### config.mk
export PLATFORM = sky130hd
export DESIGN_NAME = axis_block_detector
export DESIGN_NICKNAME = d
export VERILOG_FILES = /design/src/rtl/axis_block_detector_pkg.sv /design/src/rtl/axis_block_chan.sv /design/src/rtl/axis_block_detector.sv
export SDC_FILE = /design/constraint.sdc
export NUM_CORES = 1
export LEC_CHECK = 0
export CAP_MARGIN = 25
export CORE_ASPECT_RATIO = 1.1
export CORE_MARGIN = 1.5
export CORE_UTILIZATION = 45
export CTS_CLUSTER_DIAMETER = 100
export CTS_CLUSTER_SIZE = 16
export DETAILED_ROUTE_END_ITERATION = 8
export GPL_ROUTABILITY_DRIVEN = 0
export PLACE_DENSITY_LB_ADDON = 0.05
export REMOVE_ABC_BUFFERS = 1
export SLEW_MARGIN = 40
export SYNTH_ARGS = -nofsm -noshare
export SYNTH_HDL_FRONTEND = slang
export SYNTH_SLANG_ARGS = --single-unit
export TNS_END_PERCENT = 30
### constraint.sdc
create_clock -name clock -period 15.51 [get_ports clock]
set_input_delay 2.3265 -clock clock [delete_from_list [all_inputs] [get_ports clock]]
set_output_delay 2.3265 -clock clock [all_outputs]
set_load 0.02 [all_outputs]
### src/rtl/axis_block_detector_pkg.sv
// Shared types for the AXI-Stream block detector: the per-channel FSM state, the run
// counter width and the value at which the run counter saturates.
package axis_block_detector_pkg;

  typedef enum logic [1:0] {
    ST_IDLE    = 2'd0,
    ST_COUNT   = 2'd1,
    ST_BLOCKED = 2'd2
  } chan_state_e;

  localparam int CNT_W = 16;
  localparam logic [CNT_W-1:0] CNT_SAT = {CNT_W{1'b1}};

  function automatic logic [CNT_W-1:0] sat_inc(input logic [CNT_W-1:0] v);
    return (v == CNT_SAT) ? v : v + CNT_W'(1);
  endfunction

endpackage

### src/rtl/axis_block_chan.sv
// Per-channel stall tracker: IDLE/COUNT/BLOCKED FSM with a saturating 16-bit run counter.
// blocked is the decode of registered state; blocked_nxt is the next-state view for the top.
module axis_block_chan
  import axis_block_detector_pkg::*;
#(
  parameter int STALL_THRESH = 16,
  parameter bit IS_RD        = 1'b0
) (
  input  logic             clock,
  input  logic             reset,
  input  logic             en,
  input  logic             tvalid,
  input  logic             tready,
  output logic             blocked,
  output logic             blocked_nxt,
  output logic [CNT_W-1:0] cnt
);

  localparam logic [CNT_W-1:0] THRESH_C = CNT_W'(STALL_THRESH);

  chan_state_e      state_q, state_d;
  logic [CNT_W-1:0] cnt_q, cnt_d;
  logic             stall;

  // A reader stalls when it is ready but starved; a writer stalls when it offers but is refused.
  assign stall = IS_RD ? (tready & ~tvalid) : (tvalid & ~tready);

  always_comb begin
    state_d = state_q;
    cnt_d   = cnt_q;
    if (!en) begin
      state_d = ST_IDLE;
      cnt_d   = '0;
    end else begin
      case (state_q)
        ST_IDLE: begin
          if (stall) begin
            cnt_d   = CNT_W'(1);
            state_d = (THRESH_C == CNT_W'(1)) ? ST_BLOCKED : ST_COUNT;
          end else begin
            cnt_d = '0;
          end
        end
        ST_COUNT: begin
          if (stall) begin
            cnt_d   = cnt_q + CNT_W'(1);
            state_d = (cnt_d == THRESH_C) ? ST_BLOCKED : ST_COUNT;
          end else begin
            state_d = ST_IDLE;
            cnt_d   = '0;
          end
        end
        ST_BLOCKED: begin
          if (stall) begin
            cnt_d = sat_inc(cnt_q);
          end else begin
            state_d = ST_IDLE;
            cnt_d   = '0;
          end
        end
        default: begin
          state_d = ST_IDLE;
          cnt_d   = '0;
        end
      endcase
    end
  end

  always_ff @(posedge clock) begin
    if (reset) begin
      state_q <= ST_IDLE;
      cnt_q   <= '0;
    end else begin
      state_q <= state_d;
      cnt_q   <= cnt_d;
    end
  end

  assign blocked     = (state_q == ST_BLOCKED);
  assign blocked_nxt = (state_d == ST_BLOCKED);
  assign cnt         = cnt_q;

endmodule

### src/rtl/axis_block_detector.sv
// Flags AXI-Stream channels stalled for STALL_THRESH cycles; keeps a sticky first-block record
// and the longest stall run seen. Passive monitor: observes handshakes, never drives backpressure.
module axis_block_detector
  import axis_block_detector_pkg::*;
#(
  parameter int                NUM_CH       = 4,
  parameter int                STALL_THRESH = 16,
  parameter logic [NUM_CH-1:0] RD_MASK      = NUM_CH'(1),
  localparam int               CH_W         = (NUM_CH > 1) ? $clog2(NUM_CH) : 1
) (
  input  logic              clock,
  input  logic              reset,
  input  logic              en,
  input  logic              clear,
  input  logic [NUM_CH-1:0] ch_tvalid,
  input  logic [NUM_CH-1:0] ch_tready,
  output logic [NUM_CH-1:0] axis_block_sigs,
  output logic              block_any,
  output logic              first_block_vld,
  output logic [CH_W-1:0]   first_block_ch,
  output logic [CNT_W-1:0]  stall_max
);

  logic [NUM_CH-1:0] blk;
  logic [NUM_CH-1:0] blk_nxt;
  logic [CNT_W-1:0]  cnt [NUM_CH];

  for (genvar i = 0; i < NUM_CH; i++) begin : g_ch
    axis_block_chan #(
      .STALL_THRESH(STALL_THRESH),
      .IS_RD       (RD_MASK[i])
    ) u_chan (
      .clock      (clock),
      .reset      (reset),
      .en         (en),
      .tvalid     (ch_tvalid[i]),
      .tready     (ch_tready[i]),
      .blocked    (blk[i]),
      .blocked_nxt(blk_nxt[i]),
      .cnt        (cnt[i])
    );
  end

  logic              block_any_q, block_any_d;
  logic              first_vld_q, first_vld_d;
  logic [CH_W-1:0]   first_ch_q, first_ch_d;
  logic [CNT_W-1:0]  stall_max_q, stall_max_d;
  logic [NUM_CH-1:0] enter;
  logic              entry_any;
  logic [CH_W-1:0]   entry_ch;
  logic [CNT_W-1:0]  cnt_max;

  always_comb begin
    enter     = blk_nxt & ~blk;
    entry_any = |enter;
    entry_ch  = '0;
    // Walk downward so the lowest entering index is the one left standing.
    for (int i = NUM_CH - 1; i >= 0; i--) begin
      if (enter[i]) entry_ch = CH_W'(i);
    end
    cnt_max = '0;
    for (int i = 0; i < NUM_CH; i++) begin
      if (cnt[i] > cnt_max) cnt_max = cnt[i];
    end
  end

  always_comb begin
    block_any_d = |blk_nxt;
    first_vld_d = first_vld_q;
    first_ch_d  = first_ch_q;
    stall_max_d = (cnt_max > stall_max_q) ? cnt_max : stall_max_q;
    if (clear) begin
      first_vld_d = 1'b0;
      first_ch_d  = '0;
      stall_max_d = '0;
    end
    // A block entry on the clearing edge wins over the clear.
    if (entry_any && (!first_vld_q || clear)) begin
      first_vld_d = 1'b1;
      first_ch_d  = entry_ch;
    end
    if (clear && entry_any) stall_max_d = cnt_max;
  end

  always_ff @(posedge clock) begin
    if (reset) begin
      block_any_q <= 1'b0;
      first_vld_q <= 1'b0;
      first_ch_q  <= '0;
      stall_max_q <= '0;
    end else begin
      block_any_q <= block_any_d;
      first_vld_q <= first_vld_d;
      first_ch_q  <= first_ch_d;
      stall_max_q <= stall_max_d;
    end
  end

  assign axis_block_sigs = blk;
  assign block_any       = block_any_q;
  assign first_block_vld = first_vld_q;
  assign first_block_ch  = first_ch_q;
  assign stall_max       = stall_max_q;

endmodule

==> flow_metrics.tcl <==
set metrics [dict create \
    outcome "completed" \
    hold_ws_ns 0.518 \
    crit_path_top_cell_by_count "ha_1" \
    share_of_synthesized_area_spent_on_multiplexers 0.0103 \
    yosysWarnings 0 \
    cts_buffers 9 \
    worst-path-max-fanout 34 \
    floorplan.core_area_mm2 0.0177 \
    postCtsHoldBufs 0 \
    synth-compound-area-share 0.217 \
    postCtsResizedCells 0 \
    finalMaxSlewViolations 0 \
    vias 7432 \
    final.setup_skew_ns 0.0166 \
    tritoncts "yes" \
    ir_worst_vdd_mv 0.0558 \
    clock-root-buffer "clkbuf_16" \
    hold_path_class "reg -> reg" \
    grt_pass1_vias 6845 \
    critical_path.endpoint_type "flop" \
    synth_top_area_frac 0.225 \
    synth_top_family_by_area "simple AND/OR/NAND/NOR gates" \
    critical_path_class "reg -> reg" \
    synthArstFlopShare 0 \
    synth.lib_cells_used.distinct 78 \
    antenna_found_initial 0 \
    clock_latency_ns 0.36 \
    cellPowerDensity_mw_per_mm2 65.1 \
    wire_per_inst_um 17.6 \
    first_iter_violations 415 \
    synth_top_area_cell "dfxtp_1" \
    portBuffers 35 \
    timing.max_cap.violations 0 \
    mean_syn_cell_area_um2 7.56 \
    slew-limit-headroom 0.473 \
    grt-ovfl-total 0 \
    synth_sequential_area_ratio 0.225 \
    post_synth_inst_count 1080 \
    post-layout-total-power_uw 573 \
    route.final.wire_length_um 22900 \
    grt_pass1_wl_um 37000 \
    synth_simple_gate_area_share 0.277 \
    yosys-top-cells-area "dfxtp_1 (23%), ha_1 (13%), a21oi_1 (6.7%)" \
    area_growth_syn_to_layout_pct 7.86 \
    drt-vias-per-instance 5.74 \
    dp_area_mm2 0.00849 \
    grt_setup_unrepaired "no" \
    master_of_the_slowest_instance_on_the_critical_path "o31a_2" \
    die-area_mm2 0.0190 \
    final-setup-viol-count 0 \
    critPathMaxStageDelay_ns 0.50 \
    placed_cells 1279 \
    floorplan.die.height_um 144 \
    top_level_ports 36 \
    layout_worst_path_cycle_share 0.586 \
    p_leak_nw 3.12 \
    ant_nets 0 \
    synthesis.area_mm2 0.00817 \
    synth_top_flop_cell "dfxtp_1" \
    yosys.area_share.xor_xnor 0.0665 \
    die-width_um 131 \
    crit_arrival_ns 9.32 \
    critPathRequiredTime_ns 15.75 \
    synth-adder-area-share 0.127 \
    achievable-frequency_mhz 110 \
    dpl.hpwl_um 17500 \
    timing.critical_path.from_type "flop" \
    drt_drc_violations_left 0 \
    initial_utilization 0.460 \
    tritoncts_num_sinks 92 \
    fin_nets 1147 \
    maximum_number_of_pins_on_one_net_before_global_route_repair 55 \
    detailedRoute.firstPassIterationCount 6 \
    h_tree_level_count 3 \
    final_layout_size_suffix_gt1_frac 0.0605 \
    ys_ff_latch 92 \
    tightest_slew_ns 0.788 \
    synth_enable_flop_cells 0 \
    finish.instance_area_mm2 0.00881 \
    diodes 0 \
    timing.final.hold_violations 0 \
    grt.total_usage 0.243 \
    cts.repair_timing.setup_buffer_count 0 \
    stdcell_count 1295 \
    layout_min_cycle_time_ns 9.08 \
    row_count 51 \
    clockBufferDepth 2 \
    clk_pin_slew_worst_paths_ns 0.07 \
    total_negative_slack_for_setup_checks_ns 0 \
]
[cell type report]
| type | instances | area (um2) |
|---|---|---|
| Clock buffer | 12 | 256 |
| Sequential cell | 92 | 1840 |
| Tap cell | 238 | 298 |
| Clock inverter | 4 | 55.1 |
| Multi-Input combinational cell | 843 | 5720 |
| Fill cell | 1860 | 8930 |
| Inverter | 65 | 244 |
| Timing Repair Buffer | 41 | 395 |
[through the flow]
| stage | setup slack [ns] | utilization |
|---|---|---|
| 2_1_floorplan | 6.59 | - |
| 3_3_place_gp | 6.26 | 0.478 |
| 3_5_place_dp | 6.32 | 0.479 |
| 4_1_cts | 6.27 | 0.496 |
| 5_1_grt | 5.71 | 0.497 |
| 6_report | 6.43 | 0.497 |
[layer usage]
| layer | wire length, um | part of all wire | vias to the layer above | global-route usage |
|---|---|---|---|---|
| met3 | 625 | 0.027 | 27 | 0.0263 |
| li1 | - | - | 3815 | - |
| met5 | 0 | 0 | - | 0 |
| met4 | 654 | 0.029 | 0 | 0.100 |
| met2 | 10800 | 0.47 | 129 | 0.422 |
| met1 | 10800 | 0.47 | 3461 | 0.310 |
[layout by cell type, fill, tap and decap left out, types with 30 or more instances in the layout]
| cell type | instances |
|---|---|
| nor2_1 | 59 |
| o21ai_0 | 35 |
| dfxtp_1 | 92 |
| a21oi_1 | 110 |
| nand3_1 | 36 |
| ha_1 | 83 |
| nand4_1 | 34 |
| clkdlybuf4s50_1 | 35 |
| xnor2_1 | 45 |
| inv_1 | 65 |
| nand2_1 | 124 |
| o31ai_1 | 30 |
[Yosys cell counts (all sizes together), types with 3 or more instances]
cell,count
a211oi,11
a21boi,3
a21o,9
a21oi,112
a311oi,4
a31oi,5
a32oi,16
and2,10
and3,7
and3b,4
and4,12
buf,38
clkbuf,42
dfxtp,92
ha,83
inv,65
mux2,3
mux2i,5
nand2,125
nand2b,12
nand3,36
nand3b,5
nand4,35
nor2,60
nor2b,16
nor3,39
nor3b,6
nor4,14
nor4b,3
o2111ai,4
o211a,3
o211ai,6
o21a,5
o21ai,37
o22ai,4
o31a,3
o31ai,31
or2,19
or3,10
or4,6
xnor2,45
xor2,17
[worst max-delay path: cells and delay by family, from the launching register on]
family                     cells  cell delay [ns]
and+or+nand+nor               12             2.62
buffers and inverters          5             0.63
DFF                            1             0.34
AOI/OAI and AO/OA             18             4.03
adders and majority gates      5             1.30
[sequential cells by signal, indices dropped and copies added, names as in the netlist]
name	flops
first_block_ch	2
stall_max	16
g_ch.u_chan.state_q	8
block_any	1
g_ch.u_chan.cnt	64
first_block_vld	1
[worst paths after layout]
kind | slack [ns] | startpoint | end | cells after the start
hold / removal | 0.52 | stall_max[3] | stall_max[3] | 2
setup / recovery | 6.43 | g_ch[0].u_chan.cnt[0] | stall_max[4] | 40
setup reg to reg | 6.43 | g_ch[0].u_chan.cnt[0] | stall_max[4] | 40
hold reg to reg | 0.52 | stall_max[3] | stall_max[3] | 2
[cell families (layout without fill, tap and decap cells)]
family | after synthesis | in the layout
XOR/XNOR | 62 | 62
AND/OR/NAND/NOR | 422 | 422
flip-flops | 92 | 92
adder cells (fa/ha/maj) | 83 | 83
buffers and inverters | 145 | 122
multiplexers | 8 | 8
AO/OA/AOI/OAI | 268 | 268
[power by group]
| group | switching [mW] | internal (mW) | total [mW] |
|---|---|---|---|
| combinational | 0.0582 | 0.0355 | 0.0937 |
| sequential | 0.00308 | 0.239 | 0.242 |
| clock | 0.103 | 0.135 | 0.238 |
Power figures use the tool's default switching activity.
==> variant 1 (same settings) <==
The parameter `NUM_CH` goes from 4 to 2.
--- a/src/rtl/axis_block_detector.sv
+++ b/src/rtl/axis_block_detector.sv
@@ -4,5 +4,5 @@
   import axis_block_detector_pkg::*;
 #(
-  parameter int                NUM_CH       = 4,
+  parameter int                NUM_CH       = 2,
   parameter int                STALL_THRESH = 16,
   parameter logic [NUM_CH-1:0] RD_MASK      = NUM_CH'(1),
Ports: changed (resized axis_block_sigs, ch_tready, ch_tvalid and first_block_ch); port bits go from 36 to 29. The function was not compared with the original's and may differ.
==> variant 1 against the unedited design <==
Critical path depth is 21 lower. Design area is 49% lower. Area after synthesis is 51% lower. Wire length is 55% lower. Sequential cell count is 37 lower. Total power is 53% lower. Worst hold slack worse by 40 ps. Synthesized cell count is 54% lower. Worst setup slack better by 3800 ps. Core utilization is 1.7 points higher. Critical endpoint is now stall_max[9]. Largest cell class unchanged.
==> variant 1: results (changes against the unedited design) <==
{| class="wikitable"
! Metric !! Value
|-
| Number of cells on the worst reg-to-reg path || 19 (was 40)
|-
| Fraction of the yosys area taken by sequential cells || 27.4% (was 22.5%)
|-
| Met3 Use GR || 2.90% (was 2.63%)
|-
| Insertion delay of the later-clocked pin in the worst-skew pair || 310 ps (was 360 ps)
|-
| Via count || 3,516 (was 7,432)
|-
| H-tree levels || 2 (was 3)
|-
| Ranking of synthesized cells by instance count || sky130_fd_sc_hd__dfxtp_1, sky130_fd_sc_hd__nand2_1, sky130_fd_sc_hd__inv_1 (was sky130_fd_sc_hd__nand2_1, sky130_fd_sc_hd__a21oi_1, sky130_fd_sc_hd__dfxtp_1)
|-
| Avg Synthesized Cell Area || 8.01 µm² (was 7.56 µm²)
|-
| Met1 GRT Util || 29.3% (was 31.0%)
|-
| Relative slew slack || 42.9% (was 47.3%)
|-
| Global routing usage on met2 || 38.7% (was 42.2%)
|-
| Worst-case clock skew || 6.22 ps (was 16.6 ps)
|-
| Final wirelength || 10,200 µm (was 22,900 µm)
|-
| Clock Pin Slew Worst Setup and Hold Paths || 100 ps (was 70 ps)
|-
| Source of the worst hold timing path || stall_max[0] (was stall_max[3])
|-
| Detailed-routed wire length on met3 || 318 µm (was 625 µm)
|-
| Length of the first detailed-routing pass in iterations || 4 (was 6)
|-
| Synth unique cells || 58 (was 78)
|-
| Area after DPL || 4370 µm² (was 8490 µm²)
|-
| Fin Hold WS || 478 ps (was 518 ps)
|-
| VDD IR max || 30.3 µV (was 55.8 µV)
|-
| Worst slack at placement || 10,370 ps (was 6320 ps)
|-
| Run status || complete, no violations (unchanged)
|-
| Global-route wire length before repair || 16,700 µm (was 37,000 µm)
|-
| Max FO, Critical Path || 16 (was 34)
|-
| # placed instances || 623 (was 1,279)
|-
| Amount of wire on met2 after detailed routing || 4860 µm (was 10,800 µm)
|-
| Endpoint of the worst-slack reg-to-reg timing path || stall_max[9] (was stall_max[4])
|-
| CTS Root Buffer Type || sky130_fd_sc_hd__clkbuf_8 (was sky130_fd_sc_hd__clkbuf_16)
|-
| NumNets Final || 568 (was 1,147)
|-
| Maximum number of pins on one net before global-route repair || 37 (was 55)
|}
## variant 1: cell count changes after synthesis, sizes merged, moves of 31 or more
| cell | unedited run | this run |
|---|---|---|
| a21oi | 112 | 43 |
| buf | 38 | 6 |
| dfxtp | 92 | 55 |
| ha | 83 | 43 |
| nand2 | 125 | 48 |
| o31ai | 31 | 0 |
## variant 1: where the power goes
group	total, mW	switching [mW]	internal [mW]
Combinational	0.0133	0.00812	0.00515
Sequential	0.142	0.000433	0.141
Clock	0.114	0.0492	0.0646
Total	0.269	0.0578	0.211
## variant 1: cell type report
class | count | area [µm²] | area share [%]
timing repair buffer | 31 | 307 | 6.79
inverter | 45 | 169 | 3.74
multi-input combinational | 379 | 2660 | 59.0
sequential | 55 | 1100 | 24.4
clock inverter | 2 | 60.1 | 1.33
tap | 114 | 143 | 3.16
clock buffer | 6 | 72.6 | 1.61
## variant 1: worst max-delay path by stage
stage | start | endpoint | depth (start not counted)
detailed placement | g_ch[0].u_chan.cnt[0] | stall_max[3] | 19
CTS | g_ch[0].u_chan.cnt[0] | stall_max[9] | 19
finish | g_ch[0].u_chan.cnt[0] | stall_max[9] | 19
global route | g_ch[0].u_chan.cnt[0] | stall_max[0] | 20
global placement | g_ch[0].u_chan.cnt[0] | stall_max[4] | 19
floorplan | g_ch[0].u_chan.cnt[0] | stall_max[10] | 19
## variant 1: logic make-up (layout without fill, tap and decap cells)
group,Yosys count,in the layout,share of synthesized area (%)
and+or+nand+nor,178,178,23.2
AOI/OAI and AO/OA,114,114,18.5
buffers and inverters,68,84,6.94
DFF,55,55,27.4
adders and majority gates,43,43,13.4
xor gates and xnor gates,26,26,5.66
muxes,18,18,4.88
## variant 1: worst max-delay path, stage by stage (launching register included)
cell and delay (ps):
sky130_fd_sc_hd__dfxtp_1 380, sky130_fd_sc_hd__inv_1 130, sky130_fd_sc_hd__ha_1 160, sky130_fd_sc_hd__nor4b_1 240, sky130_fd_sc_hd__nand4_1 150, sky130_fd_sc_hd__and2_1 190
sky130_fd_sc_hd__ha_1 180, sky130_fd_sc_hd__inv_1 60, sky130_fd_sc_hd__a21oi_1 60, sky130_fd_sc_hd__o221ai_1 190, sky130_fd_sc_hd__a31oi_1 150, sky130_fd_sc_hd__a31oi_4 570
sky130_fd_sc_hd__mux2_2 430, sky130_fd_sc_hd__ha_1 320, sky130_fd_sc_hd__a2111oi_0 400, sky130_fd_sc_hd__a32oi_1 160, sky130_fd_sc_hd__a2111oi_0 430, sky130_fd_sc_hd__a31o_2 170
sky130_fd_sc_hd__nor2b_2 590, sky130_fd_sc_hd__a22o_1 230
==> variant 2 (config.mk and constraints unchanged) <==
Made on the original files. Encoding of `chan_state_e`: now one-hot (3 bits for 3 states).
--- a/src/rtl/axis_block_detector_pkg.sv
+++ b/src/rtl/axis_block_detector_pkg.sv
@@ -3,8 +3,8 @@
 package axis_block_detector_pkg;
 
-  typedef enum logic [1:0] {
-    ST_IDLE    = 2'd0,
-    ST_COUNT   = 2'd1,
-    ST_BLOCKED = 2'd2
+  typedef enum logic [2:0] {
+    ST_IDLE    = 3'b001,
+    ST_COUNT   = 3'b010,
+    ST_BLOCKED = 3'b100
   } chan_state_e;
 
Function: no difference found for any inputs over 4 cycles, from zero or initial values and one cycle with reset high; so few cycles prove little.
==> variant 2 against the unedited design <==
Total power shrank 0.51%. Worst hold slack worse by 20 ps. Area after synthesis grew 0.20%. Maximum frequency decreased by 7.4%. Sequential cell count increased by 4. Worst setup slack worse by 730 ps. Design area rose by 0.44%. Via count up 2.9%. Wire length rose by 5.4%. Count of clock-buffer cells in the layout fell by 3.
==> variant 2: results (changes against the unedited design) <==
{| class="wikitable"
! Metric !! Value
|-
| Most area-consuming cells after synthesis || sky130_fd_sc_hd__dfxtp_1, sky130_fd_sc_hd__ha_1, sky130_fd_sc_hd__a21oi_1 (unchanged)
|-
| Initial antenna violation count || 0 (unchanged)
|-
| Post-detailed-route via-to-cell ratio || 5.88 (was 5.74)
|-
| Global-route wire length before repair || 38,600 µm (was 37,000 µm)
|-
| Design internal power || 409 µW (about the same)
|-
| Run status || complete, no violations (unchanged)
|-
| Worst-case clock skew || 7.53 ps (was 16.6 ps)
|-
| Gate Count Post-Synth || 1,078 (was 1,080)
|-
| Fraction of the yosys area taken by sequential cells || 23.5% (was 22.5%)
|-
| Source of the worst hold timing path || first_block_ch[0] (was stall_max[3])
|-
| Share of layout cells above drive strength 1 || 7.91% (was 6.05%)
|-
| Global router's overall resource usage || 25.6% (was 24.3%)
|-
| Data arrival time at the worst-slack endpoint || 10,090 ps (was 9320 ps)
|-
| Length of the first detailed-routing pass in iterations || 5 (was 6)
|-
| Area after DPL || 8560 µm² (was 8490 µm²)
|-
| Detailed-placement wirelength estimate || 18,000 µm (was 17,500 µm)
|-
| Slack of the worst reg-to-reg path || 5700 ps (was 6430 ps)
|-
| Final Instance Count excl. Fillers || 1,300 (was 1,295)
|-
| Static Leakage || 3.20 nW (was 3.12 nW)
|-
| Highest cell delay on the worst timing path || 520 ps (was 500 ps)
|-
| Synth unique cells || 83 (was 78)
|-
| Max FO, Critical Path || 43 (was 34)
|-
| Area share of the largest cell type after synthesis || 23.5% (was 22.5%)
|-
| Vias in the first global route || 7,011 (was 6,845)
|-
| Routed wire length per instance || 18.5 µm (was 17.6 µm)
|-
| First DRT Iteration DRCs || 464 (was 415)
|-
| VDD IR max || 51.8 µV (was 55.8 µV)
|}
## variant 2: cell types whose count changed after synthesis, sizes merged, moves of 13 or more
cell / delta
a32oi: -16
ha: -16
nand3: +19
nor2: +20
o21a: +13
o21ai: +16
o21bai: +14
or2: -15
## variant 2: worst paths after layout
path                       end  cells after the start
max               stall_max[3]                     41
min          first_block_ch[0]                      2
max reg2reg       stall_max[3]                     41
min reg2reg  first_block_ch[0]                      2
## variant 2: metrics by stage
| step | hold slack (ps) | utilization [%] | setup slack [ps] |
|---|---|---|---|
| floorplan | 481 | - | 5850 |
| global placement | 490 | 48.2 | 5960 |
| detailed placement | 491 | 48.3 | 5850 |
| CTS | 502 | 49.9 | 5810 |
| global route | 526 | 49.9 | 4880 |
| finish | 498 | 49.9 | 5700 |
## variant 2: cell families (layout without fill, tap and decap cells)
group / Yosys count / after routing / synth area share, %
DFF: 96 / 96 / 23.5
and+or+nand+nor: 407 / 407 / 26.3
muxes: 11 / 11 / 1.45
adders and majority gates: 68 / 68 / 10.4
buffers and inverters: 135 / 119 / 7.35
xor gates and xnor gates: 64 / 64 / 6.85
AOI/OAI and AO/OA: 297 / 297 / 24.2
## variant 2: area by class of cell
cell class / instances / area (µm²)
Sequential cell: 96 / 1920
Inverter: 56 / 210
Tap cell: 238 / 298
Multi-Input combinational cell: 847 / 5680
Timing Repair Buffer: 49 / 455
Fill cell: 1818 / 8890
Clock inverter: 5 / 58.8
Clock buffer: 9 / 225
## variant 2: power by group through the flow
stage                     Clock, mW  Sequential [mW]  Combinational, mW
after floorplan                   0            0.259             0.0608
after global placement            0            0.258             0.0922
after detailed placement          0            0.258             0.0917
after CTS                     0.233            0.252             0.0920
after global routing          0.242            0.253              0.102
final                         0.225            0.252             0.0930
## variant 2: metal layers
layer	vias up	routed length [µm]	track usage (%)
li1	3840	-	-
met1	3595	11100	33.3
met2	175	11300	43.3
met3	34	953	3.79
met4	0	695	9.30
met5	-	0	0
## variant 2: critical path: cells and delay by family, from the launching register on
kind,cells,cell delay [ps]
simple gates,12,2920
flops,1,380
compound gates,19,3970
fa+ha+maj,5,1330
buf+inv,5,1130
